### src/rtl/uart_tx_fifo.sv
// UART transmitter with a small byte FIFO, 8N1 LSB first; baud picked per frame from `choose`.
// Define UART_TX_PARITY_EN to insert an even-parity bit between the data bits and the stop bit.
module uart_tx_fifo #(
  parameter int unsigned CLK_HZ  = 50000000,
  parameter int unsigned FIFO_AW = 2
) (
  input  logic             clk,
  input  logic             rst,
  input  logic [1:0]       choose,
  input  logic [7:0]       tx_data,
  input  logic             tx_valid,
  output logic             tx_ready,
  output logic             tx_out,
  output logic             tx_busy,
  output logic [FIFO_AW:0] fifo_cnt
);

  localparam int unsigned DivSlow = CLK_HZ / 9600;
  localparam int unsigned CntW    = (DivSlow > 1) ? $clog2(DivSlow) : 1;

  // Counters hold DIV-1 so the slowest divisor fits in CntW bits.
  localparam logic [CntW-1:0] Reload9600   = CntW'(CLK_HZ / 9600 - 1);
  localparam logic [CntW-1:0] Reload19200  = CntW'(CLK_HZ / 19200 - 1);
  localparam logic [CntW-1:0] Reload57600  = CntW'(CLK_HZ / 57600 - 1);
  localparam logic [CntW-1:0] Reload115200 = CntW'(CLK_HZ / 115200 - 1);

  localparam logic [FIFO_AW:0] FullCnt = {1'b1, {FIFO_AW{1'b0}}};

`ifdef UART_TX_PARITY_EN
  typedef enum logic [2:0] {StIdle, StStart, StData, StParity, StStop} state_e;
`else
  typedef enum logic [1:0] {StIdle, StStart, StData, StStop} state_e;
`endif

  state_e              state_q, state_d;
  logic [CntW-1:0]     baud_cnt_q, baud_cnt_d;
  logic [CntW-1:0]     reload_q, reload_d, reload_sel;
  logic [7:0]          shift_q, shift_d;
  logic [2:0]          bit_idx_q, bit_idx_d;
  logic                tx_out_q, tx_out_d;
  logic                busy_q;
  logic [7:0]          mem [2**FIFO_AW];
  logic [FIFO_AW-1:0]  wr_ptr_q, rd_ptr_q;
  logic [FIFO_AW:0]    cnt_q;
  logic                push, pop, bit_end, fifo_empty;
`ifdef UART_TX_PARITY_EN
  logic                parity_q, parity_d;
`endif

  assign fifo_empty = (cnt_q == '0);
  assign tx_ready   = (cnt_q != FullCnt);
  assign push       = tx_valid && tx_ready;
  assign bit_end    = (baud_cnt_q == '0);

  assign tx_out   = tx_out_q;
  assign tx_busy  = busy_q;
  assign fifo_cnt = cnt_q;

  always_comb begin
    unique case (choose)
      2'b00: reload_sel = Reload9600;
      2'b01: reload_sel = Reload19200;
      2'b10: reload_sel = Reload57600;
      2'b11: reload_sel = Reload115200;
    endcase
  end

  always_comb begin
    state_d    = state_q;
    baud_cnt_d = baud_cnt_q;
    reload_d   = reload_q;
    shift_d    = shift_q;
    bit_idx_d  = bit_idx_q;
    pop        = 1'b0;
`ifdef UART_TX_PARITY_EN
    parity_d   = parity_q;
`endif
    if (state_q != StIdle) begin
      baud_cnt_d = bit_end ? reload_q : baud_cnt_q - CntW'(1);
    end
    unique case (state_q)
      StIdle: pop = !fifo_empty;
      StStart: begin
        if (bit_end) begin
          state_d   = StData;
          bit_idx_d = '0;
        end
      end
      StData: begin
        if (bit_end) begin
          shift_d   = {1'b0, shift_q[7:1]};
          bit_idx_d = bit_idx_q + 3'd1;
          if (bit_idx_q == 3'd7) begin
`ifdef UART_TX_PARITY_EN
            state_d = StParity;
`else
            state_d = StStop;
`endif
          end
        end
      end
`ifdef UART_TX_PARITY_EN
      StParity: begin
        if (bit_end) state_d = StStop;
      end
`endif
      StStop: begin
        if (bit_end) begin
          state_d = StIdle;
          pop     = !fifo_empty;
        end
      end
      default: state_d = StIdle;
    endcase
    // A pop always starts a frame; the baud code is captured only here.
    if (pop) begin
      state_d    = StStart;
      reload_d   = reload_sel;
      baud_cnt_d = reload_sel;
      shift_d    = mem[rd_ptr_q];
`ifdef UART_TX_PARITY_EN
      parity_d   = ^mem[rd_ptr_q];
`endif
    end
  end

  always_comb begin
    unique case (state_q)
      StStart:  tx_out_d = 1'b0;
      StData:   tx_out_d = shift_q[0];
`ifdef UART_TX_PARITY_EN
      StParity: tx_out_d = parity_q;
`endif
      default:  tx_out_d = 1'b1;
    endcase
  end

  always_ff @(posedge clk) begin
    if (push) mem[wr_ptr_q] <= tx_data;
  end

  always_ff @(posedge clk) begin
    if (rst) begin
      state_q    <= StIdle;
      baud_cnt_q <= '0;
      reload_q   <= '0;
      shift_q    <= '0;
      bit_idx_q  <= '0;
      tx_out_q   <= 1'b1;
      busy_q     <= 1'b0;
      wr_ptr_q   <= '0;
      rd_ptr_q   <= '0;
      cnt_q      <= '0;
`ifdef UART_TX_PARITY_EN
      parity_q   <= 1'b0;
`endif
    end else begin
      state_q    <= state_d;
      baud_cnt_q <= baud_cnt_d;
      reload_q   <= reload_d;
      shift_q    <= shift_d;
      bit_idx_q  <= bit_idx_d;
      tx_out_q   <= tx_out_d;
      busy_q     <= (state_q != StIdle) || !fifo_empty;
`ifdef UART_TX_PARITY_EN
      parity_q   <= parity_d;
`endif
      if (push) wr_ptr_q <= wr_ptr_q + FIFO_AW'(1);
      if (pop)  rd_ptr_q <= rd_ptr_q + FIFO_AW'(1);
      if (push && !pop) begin
        cnt_q <= cnt_q + (FIFO_AW + 1)'(1);
      end else if (pop && !push) begin
        cnt_q <= cnt_q - (FIFO_AW + 1)'(1);
      end
    end
  end

endmodule
### config.mk
export PLATFORM = sky130hd
export DESIGN_NAME = uart_tx_fifo
export DESIGN_NICKNAME = d
export VERILOG_FILES = /design/src/rtl/uart_tx_fifo.sv
export SDC_FILE = /design/constraint.sdc
export NUM_CORES = 1
export LEC_CHECK = 0
export CAP_MARGIN = 20
export CORE_ASPECT_RATIO = 1.2
export CORE_UTILIZATION = 45
export CTS_CLUSTER_SIZE = 24
export DETAILED_ROUTE_END_ITERATION = 16
export PLACE_DENSITY = 0.72
export SLEW_MARGIN = 20
export SYNTH_ARGS = -nofsm -noshare
export SYNTH_HDL_FRONTEND = slang
export SYNTH_SLANG_ARGS = --single-unit
### constraint.sdc
create_clock -name clk -period 2.85 [get_ports clk]
set_input_delay 0.57 -clock clk [delete_from_list [all_inputs] [get_ports clk]]
set_output_delay 0.57 -clock clk [all_outputs]
set_load 0.02 [all_outputs]
Word level (Yosys, flattened, before mapping)
Memory sizes are Yosys's and may differ from the RTL's. A register that Yosys moved wholly into a read port is not among the register bits.
Index checks and enable logic that the tools add are counted.
- input port bits: 13
- RAM bits: 32
- memories kept: 1
- register bits after elaboration: 48
- memories (name ; depth ; width ; rd ports ; clocked after memory_dff ; wr ports ; line ; RTL):
    mem ; 4 ; 8 ; 1 ; 1 ; 1 ; 42 ; logic [7:0] mem [2**FIFO_AW];
- equal/unequal tests: 16
- reduce and logical (&&, ||, !) cells: 24
- multiplexer cells: 25
- add/subtract/negate cells: 6
- operators with widths (operator ; number):
    one-hot mux 13 bit (4 select lines) ; 1
    2-to-1 mux 13 bit ; 3
    2-to-1 mux 8 bit ; 3
    inequality test 3 bit (second input constant) ; 5
    zero test 13 bit ; 1
    subtractor 13 x 1 -> 13 bit (second input constant) ; 1
    2-to-1 mux 2 bit ; 6
    2-to-1 mux 3 bit ; 4
    nonzero test 2 bit ; 6
    AND reduction 5 bit ; 2
    equality test 2 bit (second input constant) ; 4
    inequality test 2 bit (second input constant) ; 4
    adder 3 x 1 -> 3 bit (second input constant) ; 2
    one-hot mux 2 bit (3 select lines) ; 1
    one-hot mux 3 bit (2 select lines) ; 1
    adder 2 x 1 -> 2 bit (second input constant) ; 2
    equality test 2 x 1 -> 1 bit (second input constant) ; 2
    zero test 2 bit ; 2
    2-to-1 mux 1 bit ; 4
    one-hot mux 1 bit (2 select lines) ; 2
    nonzero test 4 bit ; 1
    equality test 3 bit (second input constant) ; 1
    logical AND 1 bit ; 3
    zero test 1 bit ; 3
    7 further kinds ; 7

Depth between registers and ports, before layout
- depth after elaboration: 7
- gate-level depth with buffers: 15

Worst setup path before layout
Ideal clock, no wire load.
- path type: reg2reg
- start: reg baud_cnt_q[0]
- end: reg cnt_q[2], in the netlist fifo_cnt[2]
- stages on the path, launching flop included: 16
- library setup time: 0.071 ns
- clock period less this slack: 3.145 ns
- data required time: 2.779 ns
- arrival: 3.074 ns
- slack: -0.295 ns
- path through: dfxtp_1 > inv_1 > ha_1 > or3b_2 > clkbuf_1 > o41ai_4 > and2_1 > buf_6 > inv_2 > clkbuf_1 > ha_1 > inv_1 > fa_1 > xor2_1 > or3_1 > a21oi_1
- word-level cells in the longest chain between the ends: 6
- RTL lines (what ; line ; RTL):
    start: declaration ; 36 ; logic [CntW-1:0] baud_cnt_q, baud_cnt_d;
    start signal: assignment ; 159 ; baud_cnt_q <= baud_cnt_d;
    zero test 13 bit (*) ; 53 ; assign bit_end = (baud_cnt_q == '0);
    2-to-1 mux 1 bit (*) ; 108 ; if (bit_end) begin
    one-hot mux 1 bit (2 select lines) (*) ; 81 ; unique case (state_q)
    zero test 1 bit ; 170 ; if (push && !pop) begin
    logical AND 1 bit ; 170 ;
    2-to-1 mux 3 bit or nonzero test 2 bit (tied branches) ; n/a ;
    end signal: assignment ; 171 ; cnt_q <= cnt_q + (FIFO_AW + 1)'(1);
    end signal: assignment ; 173 ; cnt_q <= cnt_q - (FIFO_AW + 1)'(1);
    end: declaration ; 44 ; logic [FIFO_AW:0] cnt_q;
Mark *: on every way between the ends. The rest lies on a longest branch, timed or not.
A chain may end at the register's enable or synchronous reset.

Worst setup path after layout
- start: reg baud_cnt_q[9]
- end: reg cnt_q[2], in the netlist fifo_cnt[2]
The elaborated chain is that of the path after synthesis.

==> reports/summary.txt <==
Status: finished, final reports clean
Final Max Slew Viols: 0
Area grow syn2layout: 14.4%
Critical path launch point type: flip-flop
Internal: 2.92 mW
Async SR Flop Fraction: 0%
Boundary Pins: 19
Chip Height: 102 µm
Antenna Cells: 0
Clock root cell: clkbuf_8
Worst slack at placement: 0.163 ns
P_sw: 2.02 mW
Setup TNS: 0 ns
Antenna violations before repair: 0
Fin. Hold Viols: 0
Crit path cell chain: or4_4 > o41ai_4 > and2_1 > inv_2 > ha_2 > inv_1 > fa_1 > xor2_1 > or3_1 > a21oi_1
# DRC: 0
Sequential share of power: 34.4%
Clock sink total: 79
Logic pwr share: 47.8%
Top delay family on crit path: simple AND/OR/NAND/NOR gates
Clock Latency Late Sink: 0.35 ns
Final Worst Setup Slack: 0.163 ns
Largest net degree at the start of global routing: 31
Critical Setup Path Class: flip-flop to flip-flop
Hold Path Class: flip-flop to flip-flop
Main flop type after synthesis: dfxtp_1
Row cnt: 35
HPWL after detailed placement: 5210 µm
Vias in the first global route: 2,583
Initial Utilization: 47.4%
Endpoint class of the critical path: flip-flop
Die W: 84.9 µm
Crit-path max cell delay: 0.58 ns
Critical path buffer and inverter count: 2
Worst rel slew slack: 54.7%
Max Clk Rate: 0.372 GHz
WHS: 0.459 ns
R2R setup slack: 0.16 ns
Total Wirelength: 7590 µm
CP required: 3.13 ns
Mean number of vias per cell: 5.83
Netlist area before placement: 3710 µm²
Initial DRC count: 102
Die area: 8620 µm²
Post-Syn Nets: 380
Final min period: 2.69 ns
Routed WL per cell: 16.2 µm
Gate count of the mapped netlist: 349
All-layer global routing usage: 19.1%
Tot Pwr: 4.94 mW
FF-to-FF path depth: 10
Reg2Reg Capture Point: fifo_cnt[2]
Clock share of power: 17.8%
Final setup violation count: 0
Skew final: 0.00756 ns
Sequential cell area fraction in the yosys report: 51.2%
Post-synth EDFFs: 32
Max Cap Viol: 0
Detail Route Antenna Nets: 0
Yosys reg bits: 79
Hold path startpoint: reload_q[11]
Share of cells above drive strength 1: 13.8%
Htree depth: 3
Worst-margin pin slew: 0.673 ns
Pwr/cell area: 1160 nW/µm²
CP max FO: 6
Sink of the worst hold path: reload_q[11]
TritonCTS clock tree: yes
# nets final: 403
Ys Warns: 0
Buffers on Ports: 18
FF-to-FF Start: baud_cnt_q[9]
Clock buffer count from CTS: 9
Post-synthesis cell type count: 57
Syn Area/Cell: 10.6 µm²
Worst vdd ir: 481 µV
Pre-antenna DRT Iters: 4
Post-CTS Hold Fix Bufs: 0
RSZ-0062 raised after global routing: no
Gr ovfl total: 0
Postcts setup bufs: 0
Global-route wire length before repair: 12,700 µm
Fin util: 54.2%
Via Count: 2,732
Arrival @ worst endpoint: 2.97 ns
Pleak: 1.57 nW
Sw frac: 40.9%
Hold path depth: 2
Final Cycle Share: 94.3%
RD Place Congestion: 0.818
Core box area: 7840 µm²
CP max stage cell: or4_4
Fillers: 669
Post-CTS sizing: 0
CTS max path bufs: 2
Worst-path clk slew: 0.09 ns
worst min-delay path, delay by kind of cell (launching register included):
| kind | cells | cell delay [ns] |
|---|---|---|
| compound gates | 1 | 0.05 |
| flops | 1 | 0.32 |
| simple gates | 1 | 0.05 |
area by class of cell:
cell class	instances	area, µm²	share of cell area [%]
multi-input cells	232	1660	39.1
clock inverters	7	87.6	2.06
flip-flops and latches	79	1900	44.8
well taps	92	115	2.71
inverters	16	60.1	1.41
repair buffers	34	300	7.07
clock buffers	9	124	2.92
registers in the layout (all words and copies together) (netlist names), named ones only:
signal / cells
mem: 32
baud_cnt_q: 13
reload_q: 10
shift_q: 8
bit_idx_q: 3
fifo_cnt: 3
rd_ptr_q: 2
state_q: 2
wr_ptr_q: 2
tx_busy: 1
tx_out: 1
worst max path at each step:
stage                       start          end  slack, ns  cells past startpoint
finish              baud_cnt_q[9]  fifo_cnt[2]       0.16                     10
floorplan           baud_cnt_q[0]  fifo_cnt[2]       0.02                     15
detailed placement       tx_valid  fifo_cnt[2]       0.16                      8
global route        baud_cnt_q[0]  fifo_cnt[2]      0.004                     12
global placement         tx_valid  fifo_cnt[2]       0.28                      8
CTS                 baud_cnt_q[0]  fifo_cnt[2]       0.15                     12
Yosys cell counts (2+ instances only):
cell       instances  area (µm²)
a21oi_1           17        85.1
ha_1              17         213
or2_2              2        12.5
nor2_1            39         146
o21ai_0           10        50.1
nor4_1             3        18.8
o41ai_1            2        17.5
dfxtp_1           47         941
mux2i_1            4        40.0
nand3_1            9        45.0
or4_1              5        37.5
xnor2_1            3        26.3
a2bb2oi_1          4        35.0
a311oi_1           9        78.8
inv_1             15        56.3
mux4_2             8         180
clkbuf_1          15        56.3
a211oi_1           5        37.5
xor2_1             4        35.0
o211ai_1           3        22.5
o32ai_1            2        17.5
nor2b_1            2        12.5
o221ai_1           2        17.5
nand2b_1           4        25.0
edfxtp_1          32         961
a31oi_1            2        12.5
and2_1             3        18.8
and3_1             6        37.5
a32oi_1            2        17.5
or3_1              3        18.8
buf_2              3        15.0
nand2_1           29         109
nor3_1            13        65.1
buf_1              2        7.51
logic make-up (layout without fill, tap and decap cells):
kind of cell	count (synthesis)	after routing	synth area share [%]
adders and majority gates	18	18	6.27
AOI/OAI and AO/OA	71	71	14.1
buffers and inverters	38	66	4.24
xor gates and xnor gates	7	7	1.65
DFF	79	79	51.2
muxes	13	13	6.23
and+or+nand+nor	123	123	16.3
layer usage:
metal  vias up  track usage (%)  share of wire (%)
met5         -                0                  0
met4         0             5.48               0.96
met3         8             4.65                3.9
met2        50             34.2                 51
met1      1346             23.0                 44
li1       1328                -                  -
power groups by stage:
stage | logic [mW] | clock network (mW) | registers (mW)
final | 2.36 | 0.880 | 1.70
after global routing | 2.62 | 0.948 | 1.74
after CTS | 2.36 | 0.898 | 1.70
after detailed placement | 2.34 | 0 | 1.72
after global placement | 2.29 | 0 | 1.70
after floorplan | 1.80 | 0 | 1.67
stage by stage:
stage	cell area, µm²	instances
after floorplan	3740	349
after global placement	4040	453
after detailed placement	4040	453
after CTS	4250	469
after global routing	4250	469
final	4250	469
placed cells by master (no fill, tap or decap), types with 5 or more instances in the layout:
cell and count:
clkbuf_8 9, nand3_1 9, a311oi_1 9, edfxtp_1 32, nor2_1 39, and3_1 6
buf_4 16, o21ai_0 10, a211oi_1 5, nand2_1 29, dfxtp_1 47, clkdlybuf4s50_1 18
inv_1 15, mux4_2 8, a21oi_1 17, nor3_1 13, ha_1 16
Power figures use the tool's default switching activity.
